**config.mk**
```make
export PLATFORM = sky130hd
export DESIGN_NAME = layer_sequencer_flat
export DESIGN_NICKNAME = d
export VERILOG_FILES = /design/src/rtl/layer_sequencer_if.sv /design/src/rtl/layer_sequencer.sv /design/src/flat_wrapper.sv
export SDC_FILE = /design/constraint.sdc
export NUM_CORES = 1
export LEC_CHECK = 0
export BUFFER_PORTS_ARGS = -buffer_cell sky130_fd_sc_hd__buf_2
export CORE_MARGIN = 2
export CORE_UTILIZATION = 47
export DETAILED_ROUTE_END_ITERATION = 16
export HOLD_SLACK_MARGIN = 0.05
export PLACE_DENSITY = 0.76
export RECOVER_POWER = 100
export SYNTH_ARGS = -nofsm -noshare
export SYNTH_HDL_FRONTEND = slang
export SYNTH_SLANG_ARGS = --single-unit
```
**constraint.sdc**
```tcl
create_clock -name clock -period 6.1 [get_ports clock]
set_clock_uncertainty 0.2 [all_clocks]
set_input_delay 1.22 -clock clock [delete_from_list [all_inputs] [get_ports clock]]
set_output_delay 1.22 -clock clock [all_outputs]
set_load 0.02 [all_outputs]
```
**src/rtl/layer_sequencer_if.sv**
```systemverilog
// Handshake bundle between layer_sequencer, the shared neuron engine and the
// neighbouring layers. LAYER_SEQUENCER_ARGMAX_EN adds the max_index/max_value pair.
`ifndef INTEGER_WIDTH
`define INTEGER_WIDTH 8
`endif
`ifndef FRACTION_WIDTH
`define FRACTION_WIDTH 8
`endif

interface layer_sequencer_if #(
    parameter int NUM_NEURONS = 10
);
    localparam int IDX_W = (NUM_NEURONS > 1) ? $clog2(NUM_NEURONS) : 1;

    logic                                              inputs_ready;
    logic [IDX_W-1:0]                                  neuron_index;
    logic                                              neuron_start;
    logic                                              neuron_done;
    logic signed [`INTEGER_WIDTH-1:-`FRACTION_WIDTH]   neuron_out;
    logic signed [`INTEGER_WIDTH-1:-`FRACTION_WIDTH]   outputs [NUM_NEURONS];
    logic                                              outputs_ready;
    logic                                              busy;
`ifdef LAYER_SEQUENCER_ARGMAX_EN
    logic [IDX_W-1:0]                                  max_index;
    logic signed [`INTEGER_WIDTH-1:-`FRACTION_WIDTH]   max_value;
`endif

    // Sequencer side: drives the engine controls and the stored layer vector.
    modport master (
`ifdef LAYER_SEQUENCER_ARGMAX_EN
        output max_index,
        output max_value,
`endif
        input  inputs_ready,
        input  neuron_done,
        input  neuron_out,
        output neuron_index,
        output neuron_start,
        output outputs,
        output outputs_ready,
        output busy
    );

    modport slave (
`ifdef LAYER_SEQUENCER_ARGMAX_EN
        input  max_index,
        input  max_value,
`endif
        output inputs_ready,
        output neuron_done,
        output neuron_out,
        input  neuron_index,
        input  neuron_start,
        input  outputs,
        input  outputs_ready,
        input  busy
    );
endinterface

```
**src/rtl/layer_sequencer.sv**
```systemverilog
// Time-shares one neuron engine across all outputs of a layer and collects the results.
// Optional feature macro: LAYER_SEQUENCER_ARGMAX_EN (running argmax of the layer outputs).
`ifndef INTEGER_WIDTH
`define INTEGER_WIDTH 8
`endif
`ifndef FRACTION_WIDTH
`define FRACTION_WIDTH 8
`endif

module layer_sequencer #(
    parameter int NUM_NEURONS = 10
) (
    input  logic              clock,
    input  logic              reset,
    layer_sequencer_if.master bus
);
    localparam int               IDX_W    = (NUM_NEURONS > 1) ? $clog2(NUM_NEURONS) : 1;
    localparam logic [IDX_W-1:0] LAST_IDX = IDX_W'(NUM_NEURONS - 1);

    typedef logic signed [`INTEGER_WIDTH-1:-`FRACTION_WIDTH] data_t;
    typedef enum logic [1:0] {S_IDLE, S_START, S_WAIT, S_DONE} state_t;

    state_t           state;
    state_t           state_nxt;
    logic [IDX_W-1:0] idx;
    logic             accept;

    // A result is taken only while waiting and the run has not been aborted.
    assign accept           = (state == S_WAIT) && bus.inputs_ready && bus.neuron_done;
    assign bus.neuron_index = idx;

    always_ff @(posedge clock or posedge reset) begin
        if (reset) begin
            state <= S_IDLE;
        end else begin
            state <= state_nxt;
        end
    end

    always_comb begin
        state_nxt = state;
        unique case (state)
            S_IDLE:  if (bus.inputs_ready) state_nxt = S_START;
            S_START: state_nxt = bus.inputs_ready ? S_WAIT : S_IDLE;
            S_WAIT: begin
                if (!bus.inputs_ready) begin
                    state_nxt = S_IDLE;
                end else if (bus.neuron_done) begin
                    state_nxt = (idx == LAST_IDX) ? S_DONE : S_START;
                end
            end
            S_DONE:  if (!bus.inputs_ready) state_nxt = S_IDLE;
            default: state_nxt = S_IDLE;
        endcase
    end

    always_comb begin
        bus.neuron_start  = (state == S_START);
        bus.busy          = (state == S_START) || (state == S_WAIT);
        bus.outputs_ready = (state == S_DONE);
    end

    // Index is cleared on every idle/abort so a restart always begins at neuron 0.
    always_ff @(posedge clock or posedge reset) begin
        if (reset) begin
            idx <= '0;
        end else begin
            unique case (state)
                S_IDLE:  idx <= '0;
                S_START: if (!bus.inputs_ready) idx <= '0;
                S_WAIT: begin
                    if (!bus.inputs_ready) begin
                        idx <= '0;
                    end else if (bus.neuron_done && (idx != LAST_IDX)) begin
                        idx <= idx + IDX_W'(1);
                    end
                end
                default: idx <= idx;
            endcase
        end
    end

    always_ff @(posedge clock or posedge reset) begin
        if (reset) begin
            for (int i = 0; i < NUM_NEURONS; i++) begin
                bus.outputs[i] <= '0;
            end
        end else if (accept) begin
            bus.outputs[idx] <= bus.neuron_out;
        end
    end

`ifdef LAYER_SEQUENCER_ARGMAX_EN
    data_t max_val;

    assign bus.max_value = max_val;

    // Strict greater-than keeps the lower index on ties.
    always_ff @(posedge clock or posedge reset) begin
        if (reset) begin
            bus.max_index <= '0;
            max_val       <= '0;
        end else if (accept) begin
            if ((idx == '0) || (bus.neuron_out > max_val)) begin
                bus.max_index <= idx;
                max_val       <= bus.neuron_out;
            end
        end
    end
`endif

endmodule

```
**src/flat_wrapper.sv**
```systemverilog
// flat-port wrapper written by rule: the top's interface ports become plain ports
module layer_sequencer_flat 
#(
    parameter int NUM_NEURONS = 10
)
  (clock, reset, bus_inputs_ready, bus_neuron_done, bus_neuron_out, bus_neuron_index, bus_neuron_start, bus_outputs, bus_outputs_ready, bus_busy);
  layer_sequencer_if #(.NUM_NEURONS(NUM_NEURONS)) bus_i ();
  input  logic clock;
  input  logic reset;
  input wire logic [$bits(bus_i.inputs_ready)-1:0] bus_inputs_ready;
  input wire logic [$bits(bus_i.neuron_done)-1:0] bus_neuron_done;
  input wire logic [$bits(bus_i.neuron_out)-1:0] bus_neuron_out;
  output wire logic [$bits(bus_i.neuron_index)-1:0] bus_neuron_index;
  output wire logic [$bits(bus_i.neuron_start)-1:0] bus_neuron_start;
  output wire logic [$bits(bus_i.outputs)-1:0] bus_outputs;
  output wire logic [$bits(bus_i.outputs_ready)-1:0] bus_outputs_ready;
  output wire logic [$bits(bus_i.busy)-1:0] bus_busy;
  assign bus_i.inputs_ready = bus_inputs_ready;
  assign bus_i.neuron_done = bus_neuron_done;
  assign bus_i.neuron_out = bus_neuron_out;
  assign bus_neuron_index = bus_i.neuron_index;
  assign bus_neuron_start = bus_i.neuron_start;
  assign bus_outputs = {>>{bus_i.outputs}};
  assign bus_outputs_ready = bus_i.outputs_ready;
  assign bus_busy = bus_i.busy;
  layer_sequencer #(.NUM_NEURONS(NUM_NEURONS)) u_core (.clock(clock), .reset(reset), .bus(bus_i));
endmodule
```
=== After elaboration in Yosys (flattened, before gate mapping) ===
Index checks and enable logic that the tools add are counted.

* Register bits after elaboration: 166
* Output and inout port bits: 167

* $lt $le $gt $ge: 2
* Reduce and logical (&&, ||, !) cells: 9
* Eq/ne operators: 10
* Bitwise operators: 1
* Add/subtract/negate cells: 1
* Mux-type cells: 14

{| class="wikitable"
|+ Operator list
! operator !! count
|-
| $bwmux 160 || 1
|-
| $demux 16 s4 || 1
|-
| $mux 16 || 1
|-
| $mux 2 || 6
|-
| $mux 4 || 3
|-
| $pmux 4 s3 || 1
|-
| $pmux 2 s4 || 1
|-
| $ne 2x2->1 const B || 3
|-
| $ne 3x3->1 const B || 2
|-
| $reduce_and 3->1 || 2
|-
| $ge 5x5->1 const B || 1
|-
| $lt 5x1->1 const B || 1
|-
| $not 4->5 || 1
|-
| $add 4x1->4 const B || 1
|-
| $eq 2x2->1 const B || 2
|-
| $eq 4x4->1 const B || 1
|-
| $logic_and 1x1->1 || 4
|-
| $ne 4x4->1 const B || 1
|-
| $reduce_bool 3->1 || 1
|-
| $eq 2x1->1 const B || 1
|-
| $logic_not 2->1 || 1
|-
| $logic_or 1x1->1 || 1
|}

=== Logic depth before layout (Yosys ltp) ===
* Depth in word-level cells: 6
* Gate-level depth with buffers: 8
* Gate-level depth less buffers: 5

=== Worst setup path after synthesis ===
OpenSTA, ideal clock, no wires.

* Kind: input -> register
* From: input port bus_neuron_done
* To: register u_core.bus.outputs[144]
* Path buffers: 2
* Stages: 5
* Required time: 5775 ps
* Data arrival time: 2437 ps
* Path slack: 3338 ps
* Cells stage by stage: buf_2 > nand3b_4 > nor3_2 > buf_4 > mux2_2

* Word-level cells in the longest chain between the ends: 1

{| class="wikitable"
|+ Ends and longest elaborated chain
! what !! line !! RTL
|-
| from (decl) || flat_wrapper.sv:11 || <nowiki>input wire logic [$bits(bus_i.neuron_done)-1:0] bus_neuron_done;</nowiki>
|-
| $logic_and 1x1->1 || layer_sequencer.sv:29 || <nowiki>assign accept = (state == S_WAIT) && bus.inputs_ready && bus.neuron_done;</nowiki>
|-
| to (signal, indexed assignment) || layer_sequencer.sv:89 || <nowiki>bus.outputs[idx] <= bus.neuron_out;</nowiki>
|-
| to (decl) || layer_sequencer_if.sv:39 || <nowiki>output outputs,</nowiki>
|}

Every way passes these cells.
A chain may end at the register's enable or synchronous reset.

=== Final worst setup path ===
* From: input port bus_neuron_done
* To: register u_core.bus.outputs[103]

Same word-level chain as after synthesis.

==> flow_metrics.env <==
export IMPL_status="finished, violations left"
export IMPL_violations="max-capacitance violations, max-slew violations"
export IMPL_drt_iter0_markers=159
export IMPL_totalPowerFinal_mw=2.70
export IMPL_critical_path_slowest_cell="nor3_1"
export IMPL_ys_seq_area_share_pct=62.2
export IMPL_cts_buffers=17
export IMPL_wl_mm=16.3
export IMPL_synth_top_area_share_pct=62.2
export IMPL_yosys_area_top_type="dfrtp_1"
export IMPL_vias_per_cell=5.30
export IMPL_diodes=0
export IMPL_slew_violations=139
export IMPL_place_area_sq_um=7770
export IMPL_fin_crit_ps=4290
export IMPL_power_internal_mw=1.97
export IMPL_switching_power_uw=727
export IMPL_slew_headroom_pct=-94.1
export IMPL_p_comb_share_pct=13.4
export IMPL_clock_latency_ps=420
export IMPL_ctsResizeCount=0
export IMPL_yosys_register_bits=166
export IMPL_grt_pass1_vias=4305
export IMPL_avgSynthCellArea_sq_um=16.5
export IMPL_final_cell_mix="clkbuf_1, dfrtp_1, mux2_2"
export IMPL_synthToLayoutAreaGrowth_pct=20.3
export IMPL_nNetsFinal=630
export IMPL_worstPathMaxFanout=16
export IMPL_start_util_pct=48.1
export IMPL_numPortBuffers=186
export IMPL_fin_crit_sh_pct=70.4
export IMPL_dr_pass1_iters=4
export IMPL_post_route_cells_drive_above_1_share_pct=33.1
export IMPL_yosysUniqueCellTypes=41
export IMPL_wl_per_cell_um=20.5
export IMPL_final_common_cell="clkbuf_1"
export IMPL_syn_nets=436
export IMPL_die_area_sq_um=15200
export IMPL_slowest_delay_ps=2190
export IMPL_core_area_sq_um=13900
export IMPL_routabilityCongestion=0.786
export IMPL_tightest_slew_ps=2890
export IMPL_critPathRequiredTime_ps=6210
export IMPL_cts_tree="built"
export IMPL_finalHoldViolCount=0
export IMPL_p_per_area_nw_per_um2=336
export IMPL_p_leak_nw=3.94
export IMPL_cts_htree_levels=4
export IMPL_stdcell_count=793
export IMPL_seqPwrFrac_pct=44.7
export IMPL_grt_total_usage_pct=21.9
export IMPL_n_fill_cell=1195
export IMPL_num_vias=4203
export IMPL_die_height_um=123
export IMPL_drc=0
export IMPL_holdBufCountCts=0
export IMPL_cap_viol_max_count=7
export IMPL_grt_first_pass_wirelength_mm=24.3
export IMPL_end_kind="register"
export IMPL_critPathKind="in2reg"
export IMPL_crit_path_start_kind="primary input"
export IMPL_row_count=43
export IMPL_antenna_found_initial=0
export IMPL_hold_path_class="reg2reg"
export IMPL_cts_root_buf="clkbuf_16"
export IMPL_clkPwrFrac_pct=41.9
export IMPL_design_area_sq_um=8040
export IMPL_synth_cells=406
export IMPL_placedCellCount=761
export IMPL_fin_tns_setup_ps=0
export IMPL_clock_sinks=166
export IMPL_grt_max_degree=61
export IMPL_cp_arrival_ps=4400
export IMPL_synth_area_top_cells="dfrtp_1, mux2_2, mux2_4"
export IMPL_cts_setup_buffers=0
export IMPL_switching_share_pct=26.9
export IMPL_cp_num_buf_inv=1
export IMPL_synth_area_sq_um=6680
export IMPL_grt_overflow=0
export IMPL_ant_nets=0
export IMPL_place_hpwl_mm=11.1
export IMPL_fmax_ghz=0.233
export IMPL_clkSlewWorstSetupHoldPaths_ps=60
export IMPL_ir_drop_mv=0.213
export IMPL_boundaryPins=187
export IMPL_grt_setup_unrepaired="no"
export IMPL_layout_setup_ws_ps=1810
export IMPL_crit_family="simple AND/OR/NAND/NOR gates"
export IMPL_clockBufferDepth=2
export IMPL_worst_hold_slack_ps=293
export IMPL_finalSetupViolCount=0
export IMPL_yosys_warnings=0
export IMPL_preCtsSetupSlack_ps=2840
export IMPL_die_w_um=123
export IMPL_worstPathCellList="clkbuf_1, nand2_1, nor3_1, mux2_2"
export IMPL_fin_util_pct=57.9
worst paths after layout:
path / startpoint / to / slack (ps) / cells after the start
max reg2reg: u_core.state[0] / u_core.bus.outputs[103] / 1850 / 5
max in group asynchronous: reset / u_core.bus.outputs[94] / 2270 / 3
min in group asynchronous: reset / u_core.bus.outputs[137] / 1220 / 2
max: bus_neuron_done / u_core.bus.outputs[103] / 1810 / 4
min reg2reg: u_core.bus.outputs[50] / u_core.bus.outputs[50] / 290 / 1
min: u_core.bus.outputs[50] / u_core.bus.outputs[50] / 290 / 1
cells by family after synthesis:
| family | count (synthesis) | synth area share, % |
|---|---|---|
| AOI/OAI and AO/OA | 12 | 1.40 |
| adders and majority gates | 10 | 1.87 |
| buffers and inverters | 24 | 2.51 |
| DFF | 166 | 62.2 |
| muxes | 162 | 27.8 |
| and+or+nand+nor | 32 | 4.20 |
synthesized netlist by cell type (all sizes together):
cell type	n
nor2	3
a22o	1
o2111ai	1
nand3	4
ha	10
nand3b	3
and3b	1
or2	1
inv	9
nor4b	1
a21oi	2
o22ai	1
mux2	161
o32a	1
o31ai	1
a32o	1
mux2i	1
nand2b	1
dfrtp	166
a221o	1
o211ai	3
buf	15
nor2b	2
nor3	7
or3	2
nand2	3
and4b	1
nor4	1
nand4	1
and2	1
layout make-up:
type | instances | area [sq um] | area share [%]
sequential | 166 | 4150 | 51.7
multi-input combinational | 216 | 2260 | 28.1
timing repair buffer | 190 | 738 | 9.18
clock buffer | 17 | 425 | 5.29
tap | 180 | 225 | 2.80
clock inverter | 15 | 199 | 2.47
inverter | 9 | 35.0 | 0.436
power groups by stage:
| stage | clock network [mW] | logic (mW) | registers [mW] |
|---|---|---|---|
| 2_1_floorplan | 0 | 0.191 | 1.29 |
| 3_3_place_gp | 0 | 0.378 | 1.22 |
| 3_5_place_dp | 0 | 0.389 | 1.22 |
| 4_1_cts | 1.15 | 0.392 | 1.21 |
| 5_1_grt | 1.19 | 0.393 | 1.21 |
| 6_report | 1.13 | 0.361 | 1.21 |
sequential cells by signal, summed over array words and instances (netlist names):
signal	cells
u_core.bus.outputs	160
u_core.bus.neuron_index	4
u_core.state	2
per-layer routing:
metal	track usage (%)	routed length, um	vias up
li1	-	-	1849
met1	26.4	6560	2177
met4	8.31	319	0
met3	7.33	1170	25
met5	0	0	-
met2	36.5	8250	152
Power figures use the tool's default switching activity.
